## config.mk

```make
export PLATFORM = sky130hd
export DESIGN_NAME = mux32_arbiter
export DESIGN_NICKNAME = d
export VERILOG_FILES = /design/src/rtl/mux32_arbiter_pkg.sv /design/src/rtl/mux32_arbiter_mux.sv /design/src/rtl/mux32_arbiter.sv
export SDC_FILE = /design/constraint.sdc
export NUM_CORES = 1
export LEC_CHECK = 0
export ABC_CLOCK_PERIOD_IN_PS = 1600
export BUFFER_PORTS_ARGS = -buffer_cell sky130_fd_sc_hd__buf_2
export CORE_UTILIZATION = 41
export DETAILED_ROUTE_END_ITERATION = 6
export PLACE_DENSITY = 0.89
export SLEW_MARGIN = 15
export SYNTH_ARGS = -nofsm -noshare
export SYNTH_HDL_FRONTEND = slang
export SYNTH_SLANG_ARGS = --single-unit
```

## constraint.sdc

```tcl
create_clock -name clk -period 1.6 [get_ports clk]
set_input_delay 0 -clock clk [delete_from_list [all_inputs] [get_ports clk]]
set_output_delay 0 -clock clk [all_outputs]
set_load 0.02 [all_outputs]
```

## src/rtl/mux32_arbiter_pkg.sv

```systemverilog
// Shared definitions for the two-requester 32-bit arbiter: FSM state
// encoding, source identifiers and datapath widths.
package mux32_arbiter_pkg;

  localparam int DATA_W   = 32;
  localparam int STREAK_W = 4;   // wide enough for HOLD_MAX up to 15

  typedef enum logic {
    ST_EMPTY = 1'b0,
    ST_FULL  = 1'b1
  } state_t;

  localparam logic SRC_A = 1'b0;
  localparam logic SRC_B = 1'b1;

endpackage

```

## src/rtl/mux32_arbiter_mux.sv

```systemverilog
// Mux32: 32-bit two-way word selector. sel=0 passes a, sel=1 passes b.
module mux32
  import mux32_arbiter_pkg::*;
(
  input  logic              sel,
  input  logic [DATA_W-1:0] a,
  input  logic [DATA_W-1:0] b,
  output logic [DATA_W-1:0] y
);

  assign y = sel ? b : a;

endmodule

```

## src/rtl/mux32_arbiter.sv

```systemverilog
// Two-requester round-robin arbiter feeding a one-word output register.
// A word is granted only when the output register is empty or being
// drained this cycle, giving one word per cycle when the consumer is ready.
// Optional build macro MUX32_ARBITER_LOCK_EN adds a_lock/b_lock, which let
// the last-granted requester keep priority for up to HOLD_MAX grants.
module mux32_arbiter
  import mux32_arbiter_pkg::*;
#(
  parameter int HOLD_MAX = 4
)
(
  input  logic              clk,
  input  logic              rst_n,
  input  logic              a_req,
  input  logic [DATA_W-1:0] a_data,
  input  logic              b_req,
  input  logic [DATA_W-1:0] b_data,
  input  logic              out_ready,
`ifdef MUX32_ARBITER_LOCK_EN
  input  logic              a_lock,
  input  logic              b_lock,
`endif
  output logic              a_gnt,
  output logic              b_gnt,
  output logic              out_valid,
  output logic [DATA_W-1:0] out_data,
  output logic              out_src
);

  state_t            state, state_nxt;
  logic              last_src;
  logic              load_ok;
  logic              grant;
  logic              winner;
  logic [DATA_W-1:0] mux_y;

`ifdef MUX32_ARBITER_LOCK_EN
  localparam logic [STREAK_W-1:0] HOLD_LIM = STREAK_W'(HOLD_MAX);

  // Number of consecutive locked grants to last_src, saturating.
  logic [STREAK_W-1:0] streak;
  logic                last_lock;
  logic                win_lock;

  assign last_lock = (last_src == SRC_A) ? a_lock : b_lock;
  assign win_lock  = (winner   == SRC_A) ? a_lock : b_lock;
`endif

  assign load_ok = (state == ST_EMPTY) || out_ready;

  // Arbitration: sole requester wins; ties alternate away from last_src.
  always_comb begin
    // NOTE: default first so every path assigns winner; no latch inferred.
    winner = SRC_A;
    if (a_req && !b_req) begin
      winner = SRC_A;
    end else if (!a_req && b_req) begin
      winner = SRC_B;
    end else if (a_req && b_req) begin
      winner = ~last_src;
`ifdef MUX32_ARBITER_LOCK_EN
      if (last_lock && (streak < HOLD_LIM)) winner = last_src;
`endif
    end
  end

  mux32 u_mux32 (
    .sel (winner),
    .a   (a_data),
    .b   (b_data),
    .y   (mux_y)
  );

  // FSM state register.
  always_ff @(posedge clk or negedge rst_n) begin
    // NOTE: non-blocking assignments for all clocked state to avoid races.
    if (!rst_n) state <= ST_EMPTY;
    else        state <= state_nxt;
  end

  // FSM next state: fill on grant, drain when taken with no replacement.
  always_comb begin
    state_nxt = state;
    case (state)
      ST_EMPTY: if (grant)               state_nxt = ST_FULL;
      ST_FULL:  if (out_ready && !grant) state_nxt = ST_EMPTY;
      default:                           state_nxt = ST_EMPTY;
    endcase
  end

  // FSM outputs: grants are combinational and gated by load_ok.
  always_comb begin
    grant     = load_ok && (a_req || b_req);
    a_gnt     = grant && (winner == SRC_A);
    b_gnt     = grant && (winner == SRC_B);
    out_valid = (state == ST_FULL);
  end

  // Output word register and round-robin history, loaded on grant.
  always_ff @(posedge clk or negedge rst_n) begin
    // NOTE: the data register is reset because out_data must read 0 in reset.
    if (!rst_n) begin
      out_data <= '0;
      out_src  <= SRC_A;
      last_src <= SRC_B;
    end else if (grant) begin
      out_data <= mux_y;
      out_src  <= winner;
      last_src <= winner;
    end
  end

`ifdef MUX32_ARBITER_LOCK_EN
  // Streak counter: counts locked back-to-back grants, restarts on change.
  always_ff @(posedge clk or negedge rst_n) begin
    if (!rst_n) begin
      streak <= '0;
    end else if (grant) begin
      if (!win_lock)               streak <= '0;
      else if (winner != last_src) streak <= STREAK_W'(1);
      else if (streak != '1)       streak <= streak + 1'b1;
    end
  end
`endif

endmodule

```

# Word level (Yosys, flattened, before mapping)
# Cells that the tools add are included.
# totals
elab_cells	26
inputBits	69
regBits	35
output_inout_bits	36
# classes
mux	7
reduce_logical	12
n_bitwise	3
# op_table
operator	n
$mux W32	1
$logic_and A1 B1 Y1	7
$mux W1	5
$logic_not A1 Y1	3
$not A1 Y1	3
$logic_or A1 B1 Y1	2
$pmux W1 S2	1

# Logic depth before layout (Yosys ltp)
# logic_depth
ltp_word	7
ltp_mapped	6
ltp_nobuf	3

# Modules after synthesis
# A second synthesis with hierarchy kept.
# unflattened
hier_cells	119
hier_area_um2	2039.5
# modules_own_cells
mod	instances	cells_per_inst	seq_area_each_um2	area_per_inst_um2
mux32_arbiter	1	83	877.1	1495.2
mux32	1	36	0.0	544.3

# Worst setup path after synthesis
# No wires, ideal clock.
# synth_path
path_kind	register to register
start	reg state, in the netlist out_valid
end	reg out_data[1]
period_less_slack_ns	1.525
required_time_ns	1.474
setup_ns	0.126
path_stages_with_launch	7
path_buffers	3
arrival_ns	1.399
path_slack_ns	0.075
path_cell_list	dfrtp_1 nand2b_4 buf_6 and3_4 buf_6 buf_6 a221o_1
# synth_between
elab_chain_len	3
# synth_rtl
item	line	text
start, declared	mux32_arbiter.sv:30	state_t state, state_nxt;
start signal, assigned	mux32_arbiter.sv:78	else state <= state_nxt;
$not A1 Y1	-	
$logic_or A1 B1 Y1	mux32_arbiter.sv:49	assign load_ok = (state == ST_EMPTY) || out_ready;
$logic_and A1 B1 Y1	mux32_arbiter.sv:93	grant = load_ok && (a_req || b_req);
end signal, assigned	mux32_arbiter.sv:107	out_data <= mux_y;
end, declared	mux32_arbiter.sv:26	output logic [DATA_W-1:0] out_data,
# No other way between the ends.
# A chain may end at the register's enable or synchronous reset.

# Worst setup path after layout
# layout_path
start	reg state, in the netlist out_valid
end	out b_gnt
# layout_between
elab_chain_len	4
# layout_rtl
item	line	text
$not A1 Y1	-	
$logic_or A1 B1 Y1	mux32_arbiter.sv:49	
$logic_and A1 B1 Y1	mux32_arbiter.sv:93	
$logic_and A1 B1 Y1	mux32_arbiter.sv:95	b_gnt = grant && (winner == SRC_B);
end, declared	mux32_arbiter.sv:24	output logic b_gnt,
# No other way between the ends.

==> metrics.md <==
| Metric | Value |
|---|---|
| Sink Count | `35` |
| Core area | `between 0.003 and 0.004 mm^2` |
| Tmin final | `around 1.5 ns` |
| Worst reg2reg path depth | `4` |
| IO Port Bufs | `about 100` |
| DPL Wire Length | `2940 um` |
| Post-synth top area cell | `dfrtp_1` |
| Fmax | `672 MHz` |
| Clk buf depth | `2` |
| Mapped Cells | `roughly 120` |
| Worst-Skew Late Latency | `between 0.2 and 0.3 ns` |
| CTS buffer count | `5` |
| Final Power | `~2.7 mW` |
| Area growth, synth to finish | `64.8%` |
| Drt first pass iters | `4` |
| Synth top area cells | `dfrtp_1 (54%), a221o_1 (20%), and3_1 (13%)` |
| Synthesized Nets | `192` |
| Total Wirelength | `approximately 5000 um` |
| Register area share after synthesis | `0.559` |
| Via-per-instance ratio | `~5.5` |
| Die H | `approximately 64 um` |
| Leak | `roughly 1.4 nW` |
| CTS tree | `built` |
| PwrDens | `around 1100 mW/mm^2` |
| # setup viols final | `0` |
| Synthesized area | `about 0.0016 mm^2` |
| Clock transition at the registers of the reported paths | `roughly 0.07 ns` |
| Layout cells sized above 1 | `0.477` |
| Worst endpoint required time | `between 1.5 and 2 ns` |
| HP Class | `in -> reg` |
| Initial Utilization | `0.428` |
| Max rail drop VDD | `between 0.0006 and 0.0007 V` |
| H-tree level count | `2` |
| Slew Viols, Final | `0` |
| Largest net degree at the start of global routing | `36` |
| Diode count | `0` |
| Initial antenna violation count | `0` |
| CP startpoint kind | `flop` |
| Critical Path Sink | `b_gnt` |
| Row count | `22` |
| Vias in the first global route | `1,679` |
| Final Core Density | `0.706` |
| # DRC | `0` |
| Remaining Overflow, GRT | `0` |
| Crit share post-route | `0.930` |
| GPL Wtd Cong | `0.678` |
| Worst Skew | `0.00261 ns` |
| Synth warnings | `0` |
| Root buf cell | `clkbuf_8` |
| Yosys cell types | `16` |
| Syn avg cell area | `~13 um^2` |
| Fill count | `258` |
| Count of final hold-check violations | `0` |
| Seq cells post-synth | `35` |
| CP Data Arrival Time | `1.49 ns` |
| Max cap viols | `0` |
| Reg2reg start | `last_src` |
| Num ports | `between 100 and 150` |
| Post-synth top area share | `0.543` |
| Crit Path Class | `reg -> out` |
| Avg WL per Cell | `roughly 17 um` |
| Global Route Usage Sum | `0.257` |
| Iteration-0 DRC Markers | `roughly 110` |
| Die Wd | `63.8 um` |
| Via count | `1,690` |
| Worst reg2reg endpoint | `out_data[31]` |
| First-pass GRT wire length | `approximately 8000 um` |
| RSZ-0062 raised after global routing | `false` |
| Post-route insts no fill | `310` |
| Total Die Area | `a little over 0.004 mm^2` |
| R2r setup slk | `roughly 0.13 ns` |
| Worst-path fanout max | `20` |
| Crit end category | `output port` |
| Worst setup startpoint | `out_valid` |
| Final nets | `330` |
| Dpl cells | `between 200 and 300` |
| Post-route ant nets | `0` |
| Pin slew with the least headroom to its limit | `0.764 ns` |
| Status | `finished clean` |
| Worst slew margin | `0.491` |
## through the flow
| stage | instance area (um^2) | worst slack, ns | hold slack [ns] | setup TNS [ns] |
|---|---|---|---|---|
| after floorplan | 1570 | 0.0749 | -0.296 | 0 |
| after global placement | 2080 | 0.0330 | 0.104 | 0 |
| after detailed placement | 2080 | -0.0129 | 0.113 | -0.0174 |
| after CTS | 2550 | -0.000363 | 0.000701 | -0.000363 |
| after global routing | 2580 | 0.00585 | 0.0287 | 0 |
| final | 2580 | 0.112 | 0.00768 | 0 |
## power by group
part | switching [mW] | internal (mW)
clock network | 0.304 | 0.504
logic | 0.424 | 0.366
registers | 0.0894 | 1.03
## synthesized netlist by cell type
library cell and count:
dfrtp_1 34, a221o_1 32, and3_1 32, clkbuf_1 6
buf_6 5, buf_2 3, a21o_1 2, a21boi_2 1
and2_1 1, and3_4 1, dfstp_2 1, nand2_1 1
nand2b_1 1, nand2b_4 1, nor2_1 1, o21ai_1 1
## cells by family (layout without fill, tap and decap cells)
group	count (synthesis)	after routing	share of synthesized area
AND/OR/NAND/NOR	38	39	0.156
AO/OA/AOI/OAI	36	37	0.224
flip-flops	35	35	0.559
buffers and inverters	14	151	0.0598
## cell usage in the layout (no fill, tap or decap), types with 2 or more instances in the layout
| cell | netlist | routed |
|---|---|---|
| a21o_1 | 2 | 2 |
| a221o_1 | 32 | 32 |
| and3_1 | 32 | 32 |
| buf_2 | 3 | 103 |
| buf_4 | 0 | 6 |
| clkbuf_8 | 0 | 6 |
| dfrtp_1 | 34 | 34 |
| dlygate4sd3_1 | 0 | 33 |
## what timing repair did
action / 4_1_cts / 5_1_grt
pin swaps: 1 / 0
resized for setup: 3 / 0
hold buffers: 33 / 0
buffers inserted: 0 / 3
endpoints found under the hold margin: 66 / 0
endpoints found under the setup margin: 16 / 1
gates cloned: 1 / 1
## critical path, stage by stage, from the launching register on
cell and delay, ns:
dfrtp_1 0.42, nand2b_4 0.19, buf_4 0.24, and2_1 0.19, buf_2 0.18
## worst min-delay path by stage
stage | from | depth (start not counted) | endpoint | slack [ns]
5_1_grt | b_req | 3 | out_valid | 0.03
6_report | b_req | 3 | out_valid | 0.008
4_1_cts | b_req | 3 | out_valid | 0.0007
2_1_floorplan | rst_n | 0 | out_data[0] | -0.30
3_3_place_gp | rst_n | 1 | out_data[28] | 0.10
3_5_place_dp | rst_n | 1 | out_data[28] | 0.11
## routing by layer
metal / part of all wire / track usage / up-vias / routed length [um]
li1: - / - / 774 / -
met1: 0.42 / 0.296 / 797 / 2140
met2: 0.48 / 0.449 / 106 / 2470
met3: 0.086 / 0.0750 / 13 / 440
met4: 0.016 / 0.0909 / 0 / 81
met5: 0 / 0 / - / 0
## cell type report
type / count / area [um^2] / share of cell area
repair buffers: 143 / 902 / 0.349
clock inverters: 2 / 35.0 / 0.0136
clock buffers: 6 / 82.6 / 0.0320
flip-flops and latches: 35 / 877 / 0.339
well taps: 48 / 60.1 / 0.0232
multi-input cells: 76 / 627 / 0.243
## state kept, by name, summed over array words and instances (netlist names)
register / cells
out_src: 1
last_src: 1
out_valid: 1
out_data: 32
Note: power is estimated with default switching activity, not from simulation.
